==> src/rtl/cpu_timing_pkg.sv <==
// Shared types for the beat/phase timing generator and its neighbours.
// Latency: n/a (types, constants and a pure helper function only).
// Backpressure: n/a.
package cpu_timing_pkg;

    typedef enum logic [1:0] {
        HALT  = 2'd0,
        PH_T1 = 2'd1,
        PH_T2 = 2'd2,
        PH_T3 = 2'd3
    } phase_t;

    typedef enum logic [2:0] {
        BEAT_W1 = 3'b001,
        BEAT_W2 = 3'b010,
        BEAT_W3 = 3'b100
    } beat_t;

    localparam int PHASE_CNT_W = 4;

    // Beat chosen at the end of T3; only the controller input relevant to the
    // current beat is consulted, so short/long may both be high safely.
    function automatic beat_t next_beat(input beat_t cur, input logic short_sel, input logic long_sel);
        beat_t nb;
        case (cur)
            BEAT_W1: nb = short_sel ? BEAT_W1 : BEAT_W2;
            BEAT_W2: nb = long_sel  ? BEAT_W3 : BEAT_W1;
            default: nb = BEAT_W1;
        endcase
        return nb;
    endfunction

endpackage

==> src/rtl/timing_gen_qd_sync.sv <==
// Start button conditioning: 2-flop synchronizer, optional debounce (TIMING_GEN_DEBOUNCE_EN), rising-edge pulse.
// Latency: qd_rise appears 2 clk after qd is sampled high (plus DEBOUNCE_CYCLES with the filter compiled in).
// Backpressure: none; qd_rise is a single-cycle pulse the consumer must take or lose.
module qd_sync #(
    parameter int DEBOUNCE_CYCLES = 16
) (
    input  logic clk,
    input  logic clr,
    input  logic qd,
    output logic qd_rise
);

    logic sync_q1;
    logic sync_q2;
    logic level;
    logic level_d;

    // Two-stage synchronizer for the asynchronous push-button level.
    always_ff @(posedge clk or negedge clr) begin
        if (!clr) begin
            sync_q1 <= 1'b0;
            sync_q2 <= 1'b0;
        end else begin
            sync_q1 <= qd;
            sync_q2 <= sync_q1;
        end
    end

`ifdef TIMING_GEN_DEBOUNCE_EN
    localparam int DB_CNT_W = $clog2(DEBOUNCE_CYCLES);

    logic                db_level;
    logic [DB_CNT_W-1:0] db_cnt;

    // Filtered level follows the synchronized input only after it has
    // disagreed for DEBOUNCE_CYCLES consecutive cycles; any agreement restarts the count.
    always_ff @(posedge clk or negedge clr) begin
        if (!clr) begin
            db_level <= 1'b0;
            db_cnt   <= '0;
        end else if (sync_q2 == db_level) begin
            db_cnt   <= '0;
        end else if (db_cnt == DB_CNT_W'(DEBOUNCE_CYCLES - 1)) begin
            db_level <= sync_q2;
            db_cnt   <= '0;
        end else begin
            db_cnt   <= db_cnt + 1'b1;
        end
    end

    assign level = db_level;
`else
    assign level = sync_q2;

    // The debounce length only matters when the filter is compiled in.
    if (DEBOUNCE_CYCLES < 2) begin : g_debounce_len_unused
    end
`endif

    // Previous level for the rising-edge detector.
    always_ff @(posedge clk or negedge clr) begin
        if (!clr) begin
            level_d <= 1'b0;
        end else begin
            level_d <= level;
        end
    end

    assign qd_rise = level & ~level_d;

endmodule

==> src/rtl/timing_gen.sv <==
// Beat/phase timing generator feeding the hardwired controller (optional qd debounce: TIMING_GEN_DEBOUNCE_EN).
// Latency: T1 starts 3 clk after qd is sampled high; each phase lasts PHASE_CYCLES clk; beat updates on the edge leaving T3.
// Backpressure: none; stop halts after the current beat, restart only via a fresh qd rise.
module timing_gen
    import cpu_timing_pkg::*;
#(
    parameter int PHASE_CYCLES    = 1,
    parameter int DEBOUNCE_CYCLES = 16
) (
    input  logic clk,
    input  logic clr,
    input  logic qd,
    input  logic short,
    input  logic long,
    input  logic stop,
    output logic t1,
    output logic t2,
    output logic t3,
    output logic w1,
    output logic w2,
    output logic w3,
    output logic running
);

    phase_t                 state_q, state_d;
    beat_t                  beat_q, beat_d;
    logic [PHASE_CNT_W-1:0] cnt_q, cnt_d;
    logic                   qd_rise;
    logic                   phase_last;

    qd_sync #(
        .DEBOUNCE_CYCLES(DEBOUNCE_CYCLES)
    ) u_qd_sync (
        .clk     (clk),
        .clr     (clr),
        .qd      (qd),
        .qd_rise (qd_rise)
    );

    assign phase_last = (cnt_q == PHASE_CNT_W'(PHASE_CYCLES - 1));

    // Next phase, next beat and phase-counter value; counter restarts on every phase change.
    always_comb begin
        state_d = state_q;
        beat_d  = beat_q;
        cnt_d   = cnt_q + 1'b1;
        case (state_q)
            HALT: begin
                cnt_d = '0;
                if (qd_rise) begin
                    state_d = PH_T1;
                end
            end
            PH_T1: begin
                if (phase_last) begin
                    state_d = PH_T2;
                    cnt_d   = '0;
                end
            end
            PH_T2: begin
                if (phase_last) begin
                    state_d = PH_T3;
                    cnt_d   = '0;
                end
            end
            PH_T3: begin
                if (phase_last) begin
                    // Beat advances even when halting so a restart resumes at the right beat.
                    beat_d  = next_beat(beat_q, short, long);
                    state_d = stop ? HALT : PH_T1;
                    cnt_d   = '0;
                end
            end
            default: begin
                state_d = HALT;
                cnt_d   = '0;
            end
        endcase
    end

    // State, beat and counter registers.
    always_ff @(posedge clk or negedge clr) begin
        if (!clr) begin
            state_q <= HALT;
            beat_q  <= BEAT_W1;
            cnt_q   <= '0;
        end else begin
            state_q <= state_d;
            beat_q  <= beat_d;
            cnt_q   <= cnt_d;
        end
    end

    // Phase strobes and running are flops loaded from the next-state decode,
    // so the controller never sees decode glitches.
    always_ff @(posedge clk or negedge clr) begin
        if (!clr) begin
            t1      <= 1'b0;
            t2      <= 1'b0;
            t3      <= 1'b0;
            running <= 1'b0;
        end else begin
            t1      <= (state_d == PH_T1);
            t2      <= (state_d == PH_T2);
            t3      <= (state_d == PH_T3);
            running <= (state_d != HALT);
        end
    end

    assign w1 = beat_q[0];
    assign w2 = beat_q[1];
    assign w3 = beat_q[2];

endmodule

==> config.mk <==
export PLATFORM = sky130hd
export DESIGN_NAME = timing_gen
export DESIGN_NICKNAME = d
export VERILOG_FILES = /design/src/rtl/cpu_timing_pkg.sv /design/src/rtl/timing_gen_qd_sync.sv /design/src/rtl/timing_gen.sv
export SDC_FILE = /design/constraint.sdc
export NUM_CORES = 1
export LEC_CHECK = 0
export ABC_AREA = 1
export CAP_MARGIN = 0
export CORE_MARGIN = 2
export CORE_UTILIZATION = 52
export DETAILED_ROUTE_END_ITERATION = 8
export PLACE_DENSITY = 0.8
export SYNTH_ARGS = -nofsm -noshare
export SYNTH_HDL_FRONTEND = slang
export SYNTH_HIERARCHICAL = 1
export SYNTH_SLANG_ARGS = --single-unit
==> constraint.sdc <==
create_clock -name clk -period 1.9 [get_ports clk]
set_clock_uncertainty 0.1 [all_clocks]
set_input_delay 0.57 -clock clk [delete_from_list [all_inputs] [get_ports clk]]
set_output_delay 0.57 -clock clk [all_outputs]
set_load 0.02 [all_outputs]
== After elaboration in Yosys (flattened, before gate mapping) ==
Index checks and enable logic that the tools add are counted.
Word-level totals
  register bits: 16
  bits in latches: 0
  memory bits (writable): 0
  ROM bits: 0
  output and inout port bits: 7
  word-level logic and storage cells: 37
  memories kept: 0
Cells by class
  add/subtract/negate cells: 1
  $mul: 0
  div/mod/pow operators: 0
  $lt $le $gt $ge: 0
  eq/ne operators: 8
  shifts and indexed selects: 0
  mux-type cells: 11
  bitwise logic cells: 2
  reduce and logical (&&, ||, !) cells: 5
Operator list (number)
  2-bit 2-to-1 mux: 5
  2-bit equality test, second input constant: 4
  2-bit one-hot mux with 4 select lines: 1
  4-bit one-hot mux with 2 select lines: 1
  3-bit one-hot mux with 2 select lines: 1
  4-bit by 1-bit adder with 4-bit output, second input constant: 1
  2-bit by 1-bit equality test with 1-bit output, second input constant: 2
  4-bit logical NOT: 1
  4-bit 2-to-1 mux: 1
  3-bit by 1-bit equality test with 1-bit output, second input constant: 1
  3-bit by 2-bit equality test with 1-bit output, second input constant: 1
  3-bit 2-to-1 mux: 1
  3-bit OR reduction: 1
  2-bit logical NOT: 1
  2-bit AND reduction: 1
  2-bit nonzero test: 1
  1-bit AND: 1
  1-bit 2-to-1 mux: 1
  1-bit NOT: 1

== Depth between registers and ports, before layout ==
Gate-level depths: netlist of the first run.
  word-level depth: 5
  depth in mapped cells: 8
  depth with buffers taken out: 8

== By module ==
The synthesis of the first run kept the hierarchy.
By module, submodules not included
  timing_gen: instances 1, cells each 66, area each 609.3 um2
  qd_sync: instances 1, cells each 5, area each 85.1 um2

== Least setup slack after synthesis of the first run ==
Ideal clock, no wire load.
  kind: reg-to-reg
  start point: reg cnt_q[0]
  end point: reg running
  arrival: 1037 ps
  data required time: 1680 ps
  path slack: 643 ps
  stages on the path, launching flop included: 8
  path buffers: 0
  clock period less this slack: 1257 ps
  path through: dfrtp_1 -> inv_1 -> ha_1 -> nand2_2 -> nand2_1 -> nand2_1 -> nor2_2 -> nand2_1
On the way
  cells in the longest elaborated chain, start to end: 4
  elaborated cells between the ends (all ways): 6
  those cells by class: 4 x mux; 2 x reduce/logical
RTL lines
  start, declared: RTL line timing_gen.sv:27  | logic [PHASE_CNT_W-1:0] cnt_q, cnt_d;
  start signal, assigned: RTL line timing_gen.sv:90  | cnt_q <= cnt_d;
  4-bit logical NOT *: RTL line timing_gen.sv:40  | assign phase_last = (cnt_q == PHASE_CNT_W'(PHASE_CYCLES - 1));
  2-bit 2-to-1 mux, on equally long branches: RTL line timing_gen.sv:67, timing_gen.sv:55, timing_gen.sv:61
  2-bit one-hot mux with 4 select lines *: RTL line timing_gen.sv:47  | case (state_q)
  2-bit nonzero test *: RTL line timing_gen.sv:106  | running <= (state_d != HALT);
  end signal, assigned: RTL line timing_gen.sv:106
  end, declared: RTL line timing_gen.sv:22  | output logic running
Mark *: on every way between the ends. The rest lies on a longest branch, timed or not.
A chain may end at the register's enable or synchronous reset.

== Worst setup path after layout of the first run ==
  start point: reg beat_q[0]
  end point: out w1
RTL lines
  start, declared: RTL line timing_gen.sv:26  | beat_t beat_q, beat_d;
  start signal, assigned: RTL line timing_gen.sv:89  | beat_q <= beat_d;
  end, declared: RTL line timing_gen.sv:19  | output logic w1,
No word-level cell between the ends.

==> results.txt, run 1 <==
Clock latency of the later-clocked register in the worst-skew pair: 0.28 ns
Slack of the worst reg-to-reg path: 0.50 ns
Detail-routed via count per cell: 4.83
Post-layout min period: 1.83 ns
Fraction of post-synthesis cell area in the top cell type by area: 54.1%
Global-route wire length before repair: 2.00 mm
Pleak: 0.477 nW
Beginning of the worst hold path: u_qd_sync/sync_q1
Top cell family by delay on the critical path: flip-flops
Full die area: 1640 um2
Net load switching power: 0.000447 W
Flops & latches, synth: 16
Overall die height: 40.5 um
HPWL after DPL: 920 um
Pre-CTS setup slack: 0.111 ns
Cell types with the largest area share after synthesis: dfrtp_1 54%, nand2_1 7.0%, inv_1 5.9%, nor2_1 5.4%, dfstp_2 3.8%
Slew at the pin closest to its max-slew limit: 0.345 ns
Clock tree from TritonCTS: done
Total of warnings raised by yosys: 6
Register share of total power: 43.5%
Total negative slack: 0 ns
Worst hold path endpoint: u_qd_sync/level
Final max-slew violation count: 0
Fill cell count: 101
WL/cell: 11.4 um
CTS hold repair buffers: 0
Critical path class: flop to output port
Routability congestion estimate: 0.748
Die span in x: 40.5 um
Combinational group share of total power: 37.6%
Aggregate routed wire length: 1.18 mm
Residual DRC: 0
Type of element capturing the critical path: output port
Largest stage delay on the critical path: 0.55 ns
Effective utilization at floorplan: 54.7%
Maximum number of pins on one net before global-route repair: 10
Worst vdd ir: 0.000853 V
Beginning of the critical path: beat_q[0]
Number of global-route vias before repair: 504
Sequential fraction of the synthesis area: 57.8%
Sw Ratio: 37.9%
Number of different library cells in the post-synthesis netlist: 16
Nets: 97
FF-to-FF End: running
Antenna cell count: 0
Most common library cell in the layout ignoring fill and taps: dfrtp_1
Headroom to the max-slew limit: 76.9%
Vias: 498
PortBufs: 12
Cell chosen for the clock root: clkbuf_4
Max-cap check violation count: 0
Area taken by flip-flops and latches: 402 um2
Initial antenna violation count: 0
Initial DRC Count: 5
Buffers and inverters on the worst path: 1
Number of core rows: 13
Share of cells above drive strength 1: 18.2%
Worst min path class: flop to flop
Largest fanout on the critical path: 3
Commonest cells after routing, fill and taps aside: 15 x dfrtp_1, 13 x nand2_1, 11 x inv_1, 10 x nor2_1
Clock sink count: 16
Buffers from clock root to sink, at most: 2
Portion of the clock cycle consumed by the worst path in the final layout: 96.4%
Crit path DAT: 1.16 ns
Number of routed nets with antenna violations: 0
Critical Path RT: 1.23 ns
Growth of design area from synthesis to finish: 26.1%
Mapped Nets: 79
Series of cell instances along the critical path: dlygate4sd2_1
Top Ports: 13
Number of iterations in the first detailed-routing pass: 4
Worst-case hold slack: 0.262 ns
Area of the mapped netlist: 694 um2
Largest area contributor in the synthesized netlist: dfrtp_1
Power per standard cell area: 1350 nW/um2
Outcome: finished clean
Deepest level of the CTS H-tree: 1
P_int: 0.000731 W
Core footprint: 1270 um2
Cell with the largest stage delay on the worst path: dfstp_2
Setup violations, final: 0
Clock-pin slew reported for the worst setup and hold paths after clock tree synthesis: 0.09 ns
Multi-input gate area: 251 um2
Number of clock buffers inserted by TritonCTS: 3
Kind of launch point of the worst setup path: flop
Final hold violations: 0
Avg Inst Size Synth: 9.78 um2
Global-route usage over all layers: 20.1%
Overflow left after global routing: 0
Setup repair after global routing missed its margin: no
Worst r2r path cells: 7
Least setup slack across all paths after layout: 0.0690 ns
Number of instances in the synthesized netlist: 71
Clock network fraction of total power: 18.9%
Startpoint of the most critical register-to-register path: cnt_q[0]
Maximum clock frequency: 546 MHz
Worst Hold Path Cells: 0
worst max path at each step:
stage | depth (start not counted) | endpoint
6_report | 1 | w1
5_1_grt | 1 | w1
4_1_cts | 1 | t3
3_5_place_dp | 1 | w1
3_3_place_gp | 1 | w1
2_1_floorplan | 7 | running
routing by layer:
layer | global-route usage, % | part of all wire [%]
met1 | 19.8 | 39
met2 | 36.9 | 54
met3 | 5.00 | 3.9
met4 | 12.5 | 2.5
met5 | 0 | 0
synthesized netlist by cell type:
cell type and number:
nor2_2 3, inv_1 11, xnor2_1 1, dfrtp_1 15, nand3_1 2, o21ai_0 4
nor2_1 10, nor2_4 1, dfstp_2 1, nand2_2 4, nand4_1 1, nand4_4 1
ha_1 2, nand3_2 1, xor2_1 1, nand2_1 13
power groups by stage:
| stage | clock [W] | sequential (W) | combinational [W] |
|---|---|---|---|
| 2_1_floorplan | 0 | 0.000587 | 0.000223 |
| 5_1_grt | 0.000243 | 0.000524 | 0.000500 |
| 4_1_cts | 0.000230 | 0.000514 | 0.000457 |
| 6_report | 0.000223 | 0.000512 | 0.000443 |
| 3_3_place_gp | 0 | 0.000512 | 0.000469 |
| 3_5_place_dp | 0 | 0.000522 | 0.000484 |
state kept, by name, summed over array words and instances (netlist names):
signal,flops
running,1
t1,1
cnt_q,4
u_qd_sync/sync_q1,1
state_q,2
beat_q,3
u_qd_sync/level,1
u_qd_sync/level_d,1
t3,1
t2,1
kinds of logic after synthesis:
logic type,share of synthesized area [%]
simple gates,27.2
flops,57.8
buf+inv,5.95
compound gates,2.88
xor+xnor,2.52
fa+ha+maj,3.60
per-stage QoR:
stage | std cells | instance area (um2) | util, % | power (W)
2_1_floorplan | 71 | 694 | - | 0.000810
3_3_place_gp | 99 | 841 | 66.3 | 0.000981
3_5_place_dp | 99 | 841 | 66.3 | 0.00101
4_1_cts | 103 | 871 | 68.6 | 0.00120
5_1_grt | 103 | 876 | 69.0 | 0.00127
6_report | 103 | 876 | 69.0 | 0.00118
what timing repair did:
| action | CTS | global route |
|---|---|---|
| gates cloned | 0 | 0 |
| buffers inserted | 0 | 0 |
| setup endpoints to repair | 5 | 2 |
| gates resized for setup | 5 | 2 |
| pin swaps | 0 | 0 |
area by class of cell:
cell class / instances / share of cell area [%]
well taps: 15 / 2.14
repair buffers: 13 / 14.4
flip-flops and latches: 16 / 45.9
multi-input cells: 44 / 28.7
inverters: 11 / 4.71
clock buffers: 4 / 4.14
Power figures use the tool's default switching activity.
==> run 2: changes to the inputs <==
Settings changed: PLACE_DENSITY 0.8 to unset, PLACE_DENSITY_LB_ADDON set to 0.08.
==> run 2 against run 1 <==
Net effect:
- clock power fell by 3%
- via count fell by 2.0%
- critical path depth did not move
- global-route usage fell by 3.0 points
- flip-flop and latch count did not move
- largest power group unchanged
- die area did not move
- sequential share of layout area fell by 0.20 points
- total power fell by 0.34%
- first-iteration DRC count fell by 40%
==> results.txt, run 2 (synthesis gave the netlist of run 1 again) <==
Outcome: finished clean (unchanged)
Routability congestion estimate: 0.716 (was 0.748)
Share of cells above drive strength 1: 18.2% (unchanged)
Most common library cell in the layout ignoring fill and taps: dfrtp_1 (unchanged)
Critical path class: flop to output port (unchanged)
Clock latency of the later-clocked register in the worst-skew pair: 0.28 ns (about the same)
Clock sink count: 16 (unchanged)
Overall die height: 40.5 um (unchanged)
Worst min path class: flop to flop (unchanged)
PortBufs: 12 (unchanged)
Die span in x: 40.5 um (unchanged)
Commonest cells after routing, fill and taps aside: 15 x dfrtp_1, 13 x nand2_1, 11 x inv_1, 10 x nor2_1, 5 x clkdlybuf4s50_1 (was 15 x dfrtp_1, 13 x nand2_1, 11 x inv_1, 10 x nor2_1)
HPWL after DPL: 844 um (was 920 um)
Overflow left after global routing: 0 (unchanged)
Antenna cell count: 0 (unchanged)
WL/cell: 10.5 um (was 11.4 um)
Buffers from clock root to sink, at most: 2 (unchanged)
Critical Path RT: 1.23 ns (about the same)
Global-route usage over all layers: 17.1% (was 20.1%)
Largest register FFs: 4 (unchanged)
Total negative slack: 0 ns (unchanged)
Final Power: 0.00117 W (was 0.00118 W)
Nets: 97 (unchanged)
Cell chosen for the clock root: clkbuf_4 (unchanged)
Maximum clock frequency: 545 MHz (was 546 MHz)
Pre-CTS setup slack: 0.110 ns (was 0.111 ns)
Core footprint: 1270 um2 (unchanged)
Largest fanout on the critical path: 3 (unchanged)
Placed cell areas: 841 um2 (unchanged)
Effective utilization at floorplan: 54.7% (unchanged)
Clock-pin slew reported for the worst setup and hold paths after clock tree synthesis: 0.09 ns (about the same)
Cell with the largest stage delay on the worst path: dfstp_2 (unchanged)
Number of core rows: 13 (unchanged)
Number of global-route vias before repair: 435 (was 504)
Detail-routed via count per cell: 4.74 (was 4.83)
Design area: 880 um2 (was 876 um2)
Setup violations, final: 0 (unchanged)
Worst-case hold slack: 0.266 ns (was 0.262 ns)
Number of routed nets with antenna violations: 0 (unchanged)
Crit path DAT: 1.16 ns (about the same)
Post-layout min period: 1.83 ns (about the same)
Number of clock buffers inserted by TritonCTS: 3 (unchanged)
Clock tree from TritonCTS: done (unchanged)
Final hold violations: 0 (unchanged)
Portion of the clock cycle consumed by the worst path in the final layout: 96.6% (was 96.4%)
Max-cap check violation count: 0 (unchanged)
Global-route wire length before repair: 1.70 mm (was 2.00 mm)
Largest stage delay on the critical path: 0.55 ns (about the same)
Top Ports: 13 (unchanged)
Full die area: 1640 um2 (unchanged)
Final max-slew violation count: 0 (unchanged)
Number of iterations in the first detailed-routing pass: 4 (unchanged)
CTS hold repair buffers: 0 (unchanged)
Pleak: 0.483 nW (was 0.477 nW)
Kind of launch point of the worst setup path: flop (unchanged)
Initial DRC Count: 3 (was 5)
Headroom to the max-slew limit: 82.4% (was 76.9%)
Most flops, register: cnt_q (unchanged)
Vias: 488 (was 498)
Least setup slack across all paths after layout: 0.0654 ns (was 0.0690 ns)
Deepest level of the CTS H-tree: 1 (unchanged)
Maximum number of pins on one net before global-route repair: 17 (was 10)
Type of element capturing the critical path: output port (unchanged)
Residual DRC: 0 (unchanged)
Buffers and inverters on the worst path: 1 (unchanged)
Registers with the highest flip-flop counts: cnt_q (4), beat_q (3), state_q (2) (unchanged)
Series of cell instances along the critical path: dlygate4sd2_1 (unchanged)
Slew at the pin closest to its max-slew limit: 0.261 ns (was 0.345 ns)
Setup repair after global routing missed its margin: no (unchanged)
Aggregate routed wire length: 1.09 mm (was 1.18 mm)
Power per standard cell area: 1330 nW/um2 (was 1350 nW/um2)
Worst vdd ir: 0.000836 V (was 0.000853 V)
Growth of design area from synthesis to finish: 26.7% (was 26.1%)
Top cell family by delay on the critical path: flip-flops (unchanged)
Initial antenna violation count: 0 (unchanged)
==> run 2: final timing paths <==
kind                                   start              end  slack [ns]  cells past startpoint
max                                beat_q[0]               w1        0.07                      1
min reg2reg                u_qd_sync/sync_q1  u_qd_sync/level        0.27                      0
max in group asynchronous                clr        beat_q[0]        0.97                      2
min                        u_qd_sync/sync_q1  u_qd_sync/level        0.27                      0
min in group asynchronous                clr         cnt_q[2]        0.49                      2
max reg2reg                         cnt_q[0]          running        0.56                      7
==> run 2: cell type report <==
cell class	count	area, um2
fillers	110	389
well taps	15	18.8
repair buffers	13	130
clock buffers	4	36.3
multi-input cells	44	251
flip-flops and latches	16	402
inverters	11	41.3
==> run 2: stage by stage <==
stage               instances  util [%]
finish                    103      69.3
global route              103      69.3
CTS                       103      68.7
detailed placement         99      66.3
global placement           99      66.3
floorplan                  71         -
==> run 2: report_power, final <==
group          leakage, nW  switching (W)  internal (W)
Combinational        0.261       0.000264      0.000181
Clock               0.0210       0.000101      0.000117
Sequential           0.200      0.0000755      0.000436
Total                0.483       0.000441      0.000734
==> run 2: what timing repair did <==
item,CTS,global route
setup buffers,0,0
resized for setup,4,3
endpoints found under the hold margin,0,0
setup endpoints to repair,4,3
==> run 2: layer usage <==
layer / global-route usage, % / vias up / wire length [um]
met3: 5.00 / 2 / 56
met5: 0 / - / 0
met2: 27.8 / 10 / 552
met4: 12.5 / 0 / 12
met1: 18.7 / 226 / 465
li1: - / 250 / -
